**src/rtl/video_upscaler_reader.sv**
```systemverilog
// Frame-buffer reader with 2x nearest-neighbour upscale: each source row is fetched once,
// emitted twice per word on the even output row, then replayed from a line buffer on the odd row.
module video_upscaler_reader #(
  parameter int unsigned SRC_WIDTH  = 160,
  parameter int unsigned SRC_HEIGHT = 120,
  parameter int unsigned ADDR_W     = 15
) (
  input  logic              clk,
  input  logic              reset,
  input  logic              frame_start,
  output logic              fb_rd_en,
  output logic [ADDR_W-1:0] fb_rd_addr,
  input  logic [15:0]       fb_rd_data,
  output logic              out_valid,
  input  logic              out_ready,
  output logic [15:0]       pixel_out,
  output logic [9:0]        x_out,
  output logic [8:0]        y_out,
  output logic              sof_out,
  output logic              eol_out,
  output logic              busy,
  output logic              frame_done
);

  localparam int unsigned SXW = (SRC_WIDTH > 1) ? $clog2(SRC_WIDTH) : 1;
  localparam int unsigned RDW = $clog2(SRC_WIDTH + 1);
  localparam int unsigned SYW = (SRC_HEIGHT > 1) ? $clog2(SRC_HEIGHT) : 1;
  localparam logic [9:0]     X_LAST  = 10'(2 * SRC_WIDTH - 1);
  localparam logic [8:0]     Y_END   = 9'(2 * SRC_HEIGHT);
  localparam logic [RDW-1:0] RD_END  = RDW'(SRC_WIDTH);
  localparam logic [SYW-1:0] SY_LAST = SYW'(SRC_HEIGHT - 1);

  typedef enum logic [1:0] {IDLE, FETCH, REPLAY, DONE} state_t;

  state_t state, state_next;

  logic [9:0]     px;          // position of the next pixel to load into the output stage
  logic [8:0]     py;
  logic [SYW-1:0] sy;
  logic [RDW-1:0] rd_sx;
  logic           rd_pending;
  logic           pf_valid;
  logic [15:0]    pf_data;
  logic [15:0]    linebuf [SRC_WIDTH];

  logic           xfer, advance, loading, word_avail, need_word, consume, load, row_end;
  logic [15:0]    word;
  logic [SXW-1:0] sx_idx;

  always_ff @(posedge clk) begin
    if (reset) state <= IDLE;
    else       state <= state_next;
  end

  always_comb begin
    state_next = state;
    case (state)
      IDLE:    if (frame_start) state_next = FETCH;
      FETCH:   if (xfer && row_end) state_next = REPLAY;
      REPLAY:  if (xfer && row_end) state_next = (sy == SY_LAST) ? DONE : FETCH;
      DONE:    state_next = IDLE;
      default: state_next = IDLE;
    endcase
  end

  // Load selection follows the row being loaded (py), while the FSM follows the row on the
  // output; this lets the first replay pixel load on the same edge the fetch row completes.
  always_comb begin
    xfer       = out_valid && out_ready;
    advance    = !out_valid || out_ready;
    row_end    = out_valid && (x_out == X_LAST);
    loading    = ((state == FETCH) || (state == REPLAY)) && (py < Y_END);
    word_avail = pf_valid || rd_pending;
    word       = pf_valid ? pf_data : fb_rd_data;
    need_word  = advance && loading && !py[0] && !px[0];
    consume    = need_word && word_avail;
    load       = advance && loading && (py[0] || px[0] || word_avail);
    sx_idx     = px[SXW:1];
  end

  always_comb begin
    fb_rd_en   = (state == FETCH) && (rd_sx < RD_END) && !rd_pending && (!pf_valid || consume);
    busy       = (state != IDLE);
    frame_done = (state == DONE);
    sof_out    = out_valid && (x_out == '0) && (y_out == '0);
    eol_out    = row_end;
    fb_rd_addr = ADDR_W'(sy) * ADDR_W'(SRC_WIDTH) + ADDR_W'(rd_sx);
  end

  always_ff @(posedge clk) begin
    if (reset) begin
      px         <= '0;
      py         <= '0;
      sy         <= '0;
      rd_sx      <= '0;
      rd_pending <= 1'b0;
      pf_valid   <= 1'b0;
      pf_data    <= '0;
      out_valid  <= 1'b0;
      pixel_out  <= '0;
      x_out      <= '0;
      y_out      <= '0;
    end else begin
      if ((state == IDLE) && frame_start) begin
        px <= '0;
        py <= '0;
        sy <= '0;
      end else begin
        if (load) begin
          x_out <= px;
          y_out <= py;
          if (py[0])       pixel_out <= linebuf[sx_idx];
          else if (!px[0]) pixel_out <= word;
          if (px == X_LAST) begin
            px <= '0;
            py <= py + 1'b1;
          end else begin
            px <= px + 1'b1;
          end
        end
        if ((state == REPLAY) && xfer && row_end) sy <= sy + 1'b1;
      end
      if (advance) out_valid <= load;
      rd_pending <= fb_rd_en;
      if (state != FETCH) rd_sx <= '0;
      else if (fb_rd_en)  rd_sx <= rd_sx + 1'b1;
      // At most one word is ever outstanding, so an arriving word never finds the register full.
      if (rd_pending) begin
        pf_valid <= !consume;
        pf_data  <= fb_rd_data;
      end else if (consume) begin
        pf_valid <= 1'b0;
      end
    end
  end

  always_ff @(posedge clk) begin
    if (consume) linebuf[sx_idx] <= word;
  end

endmodule
```
**config.mk**
```make
export PLATFORM = sky130hd
export DESIGN_NAME = video_upscaler_reader
export DESIGN_NICKNAME = d
export VERILOG_FILES = /design/src/rtl/video_upscaler_reader.sv
export SDC_FILE = /design/constraint.sdc
export NUM_CORES = 2
export LEC_CHECK = 0
export BUFFER_PORTS_ARGS = -buffer_cell sky130_fd_sc_hd__buf_2
export CORE_MARGIN = 5
export CORE_UTILIZATION = 45
export DETAILED_ROUTE_END_ITERATION = 10
export GPL_TIMING_DRIVEN = 0
export SETUP_SLACK_MARGIN = 0.1
export SKIP_CTS_REPAIR_TIMING = 1
export SYNTH_ARGS = -nofsm -noshare
export SYNTH_HDL_FRONTEND = slang
export SYNTH_SLANG_ARGS = --single-unit
```
**constraint.sdc**
```tcl
create_clock -name clk -period 3.6 [get_ports clk]
set_input_delay 0.54 -clock clk [delete_from_list [all_inputs] [get_ports clk]]
set_output_delay 0.54 -clock clk [all_outputs]
set_load 0.05 [all_outputs]
```
After elaboration in Yosys (flattened, before gate mapping)
Memory sizes are Yosys's and may differ from the RTL's. A register that Yosys moved wholly into a read port is not among the register bits.
Index checks and enable logic that the tools add are counted.
Cells by class
  $add $sub $neg: 5
  $lt $le $gt $ge: 2
  bitwise logic cells: 1
  reductions and logical operators: 40
  equal/unequal tests: 11
  multiply operators: 1
  multiplexer cells: 11
Operator list (number)
  $eq 10x9->1 const B: 2
  $logic_and 1x1->1: 17
  $mux 16: 1
  $add 15x8->15: 1
  $add 10x1->10 const B: 1
  $logic_not 10->1: 1
  $mul 7x3->10 const B: 1
  $mux 10: 1
  $add 9x1->9 const B: 1
  $logic_not 9->1: 1
  $lt 9x8->1 const B: 1
  $add 8x1->8 const B: 1
  $lt 8x8->1 const B: 1
  $mux 2: 4
  $pmux 2 s4: 1
  $add 7x1->7 const B: 1
  $eq 7x7->1 const B: 1
  $logic_not 1->1: 6
  $logic_or 1x1->1: 6
  $ne 2x2->1 const B: 3
  $reduce_and 3->1: 2
  $eq 2x2->1 const B: 2
  $mux 1: 4
  $ne 2x1->1 const B: 2
  other kinds (6): 9
Storage, ports and cells
  input port bits: 20
  word-level logic and storage cells: 83
  bits in registers: 74
  output and inout port bits: 56
  memories: 1
  memory bits (writable): 2560
Memory list
  linebuf: depth 160, bits a word 16, read ports 1, clocked after memory_dff 1, wr ports 1, line 44  | logic [15:0] linebuf [SRC_WIDTH];

Depth between registers and ports, before layout
  word-level depth: 9
  gate-level depth with buffers: 13
  mapped depth without buffers: 10

Least setup slack after synthesis
OpenSTA, ideal clock, no wires.
  kind: reg-to-output
  start: register sy[3]
  end: output fb_rd_addr[14]
  data required time: 3.060 ns
  buffers on the path: 0
  stages on the path, launching flop included: 8
  setup slack: 0.028 ns
  arrival time: 3.032 ns
  path through: dfxtp_1 -> ha_1 -> ha_1 -> inv_1 -> fa_1 -> nor3b_1 -> nand3_1 -> o32ai_1
On the way
  longest elaborated chain between the ends: 2
RTL lines
  from (decl): line 39  | logic [SYW-1:0] sy;
  from (signal assigned): line 121  | if ((state == REPLAY) && xfer && row_end) sy <= sy + 1'b1;
  $mul 7x3->10: line 87  | fb_rd_addr = ADDR_W'(sy) * ADDR_W'(SRC_WIDTH) + ADDR_W'(rd_sx);
  $add 15x8->15: line 87
  to (decl): line 12  | output logic [ADDR_W-1:0] fb_rd_addr,
No other way between the ends.

==> results.ini <==
[detailed_routing]
ant_nets=0
avgRoutedWirePerCell_um=43.4
drc=0
vias=60179
viasPerCell=6.70
first_pass_iters=6
drt_iter0_markers=11050
wirelength_um=390000

[logic_synthesis]
synth_seq_cells=2650
synth_top_cell_by_area=edfxtp_1
yosysMostFrequentCell=edfxtp_1
synthCells=5080
syn-num-nets=5124
ys_async_sr_fraction_pct=0
yosysWarnings=0
ys_top_cells_by_area=edfxtp_1 75%, mux4_2 11%, mux2i_1 3.2%
yosys-top-cells-count=2560 x edfxtp_1, 495 x mux4_2, 332 x mux2i_1
synth_top_area_share_pct=74.8
synthDistinctLibCells=76
synth_flop_cell=edfxtp_1
syn_area_per_cell_um2=20.2
synth_seq_area_share_pct=76.6
synth_edf_count=2560
synthesis.area_um2=103000

[hold_path]
hp-class=in -> reg
min_path_cells=3

[grt]
grt_pass1_vias=55334
grt_pass1_wl_um=510000
grt_usage_pct=32.3
antenna_found_initial=29
grt_overflow=0
grt_start_max_net_pins=146

[timing]
clock_skew_ns=0.0730
finalSetupTns_ns=-55.95
holdWs_ns=0.0225
maxSlewViolCount=22
finalSetupViolations=854
worst_pin_slew_ns=1.54
max_freq_mhz=247
slew_headroom_pct=-2.93
min_period_ns=4.06
rsz0062_at_grt=yes
fin_ws_ns=-0.455
period_share_pct=113
hold_viol=0

[final_layout]
fill_cells=17170
drive_above_1_share_pct=31.0
layout.nets=5802
areaGrowthSynthToFinish_pct=20.6
stdcell_area_um2=124000

[die]
core_um2=227000
io_pins=76
initial_core_util_pct=45.2
fp.dieW_um=488
die_h_um=488
dieArea_um2=238000
placementRows=175

[clock_tree]
clk_latency_ns=0.96
cts.sink_count=2650
clk_pin_slew_ns=0.06
cts_tree=yes
root_buffer=clkbuf_16
cts_max_path_buffers=4
cts_made_buffers=291
cts-htree-levels=5

[critical_path]
ff2ff_path_depth=10
startpoint_type=flip-flop
worst_setup_path_end_kind=flip-flop
critPathMaxFanout=10
worst_ep_required_time_ns=4.47
critical_path_arrival_ns=4.93
criticalPathCategory=reg -> reg

[power_and_ir_drop]
combPwrFrac_pct=5.7
p_sw_share_pct=22.6
max-vdd-ir-drop_mv=0.493
p_int_w=0.0523
seqPwrFrac_pct=52.1
p_leak_nw=38.0
power_w=0.0676
clkPwrFrac_pct=42.2
power.switching_w=0.0152
cellPowerDensity_nw_per_um2=545

[placement]
io_buffer_count=74
dp_hpwl_um=261000
place_area_um2=111000
gp_congestion=1.03
pre_cts_ws_ns=-2.81

[job]
maxCapViolCount=4

[run_status]
violations=capacitance limit, slew limit, setup timing
status=finished with violations

[routing by layer]
| layer | part of all wire [%] | vias up | track usage [%] |
|---|---|---|---|
| li1 | - | 22465 | - |
| met1 | 36 | 31661 | 43.8 |
| met2 | 42 | 5142 | 45.0 |
| met3 | 15 | 897 | 11.6 |
| met4 | 6.9 | 14 | 19.0 |
| met5 | 0.097 | - | 0.878 |
[final timing paths]
kind	slack [ns]	startpoint	endpoint
setup / recovery	-0.46	px[7]	pixel_out[11]
hold reg to reg	0.44	py[8]	py[8]
hold / removal	0.02	out_ready	out_valid
setup reg to reg	-0.46	px[7]	pixel_out[11]
[cell usage in the layout, fill, tap and decap left out, types with 17 or more instances in the layout]
| cell | n |
|---|---|
| buf_16 | 67 |
| a21oi_1 | 66 |
| inv_1 | 17 |
| clkbuf_16 | 302 |
| nand3_1 | 57 |
| ha_1 | 19 |
| buf_12 | 45 |
| a221oi_1 | 27 |
| nor2_2 | 29 |
| mux2_2 | 20 |
| o211ai_1 | 18 |
| clkbuf_2 | 30 |
| nand4_1 | 32 |
| o221ai_1 | 18 |
| clkbuf_1 | 112 |
| dfxtp_1 | 83 |
| a211oi_1 | 19 |
| a22oi_1 | 114 |
| buf_2 | 96 |
| a22oi_2 | 23 |
| buf_6 | 76 |
| nor2_4 | 136 |
| nor2b_1 | 19 |
| buf_4 | 127 |
| edfxtp_1 | 2560 |
| xor2_1 | 18 |
| nand2_1 | 101 |
| mux2i_1 | 320 |
| buf_8 | 133 |
| clkinv_1 | 47 |
| clkbuf_4 | 31 |
| clkinv_2 | 46 |
| o21ai_0 | 53 |
| mux4_2 | 496 |
| nor2_1 | 114 |
| o22ai_1 | 69 |
[critical path: stages (launching register included)]
cell and delay [ns]:
dfxtp_1 0.44, buf_2 0.25, clkbuf_1 0.57, nor3b_4 0.65, inv_1 0.50, a31oi_1 0.34, o21ai_1 0.10, buf_4 0.21
a31oi_1 0.57, nor4_2 0.14, o21ai_0 0.20
[power by group through the flow]
stage               registers [W]  logic [W]  clock network, W
detailed placement         0.0358    0.00356                 0
CTS                        0.0352    0.00355            0.0286
global route               0.0352    0.00388            0.0299
global placement           0.0361    0.00307                 0
floorplan                  0.0360    0.00150                 0
finish                     0.0352    0.00382            0.0285
[stage by stage]
step	instances	utilization [%]
2_1_floorplan	5080	-
3_3_place_gp	8163	47.0
3_5_place_dp	8338	48.8
4_1_cts	8837	52.7
5_1_grt	8978	54.5
6_report	8987	54.5
[area by class of cell]
cell class	instances	area (µm²)	area share (%)
diodes	14	35.0	0.0283
plain buffers	291	2500	2.02
clock buffers	374	7870	6.35
clock inverters	125	998	0.806
inverters	20	81.3	0.0657
multi-input cells	2115	24600	19.9
flip-flops and latches	2650	78700	63.5
well taps	3009	3760	3.04
repair buffers	389	5310	4.29
[cells by family (layout without fill, tap and decap cells)]
| logic type | Yosys count | after routing | share of synthesized area (%) |
|---|---|---|---|
| flip-flops | 2650 | 2650 | 76.6 |
| multiplexers | 865 | 865 | 14.5 |
| AND/OR/NAND/NOR | 658 | 658 | 3.08 |
| AO/OA/AOI/OAI | 532 | 532 | 3.56 |
| buffers and inverters | 315 | 1199 | 1.62 |
| XOR/XNOR | 36 | 36 | 0.307 |
| adder cells (fa/ha/maj) | 24 | 24 | 0.307 |
| other | 0 | 14 | 0 |
[registers in the layout, indices dropped and copies added (netlist names), 2 cells and up]
signal / flops
linebuf: 2560
pf_data: 16
pixel_out: 16
px: 10
x_out: 10
py: 9
y_out: 9
rd_sx: 8
sy: 7
state: 2
Power figures use the tool's default switching activity.
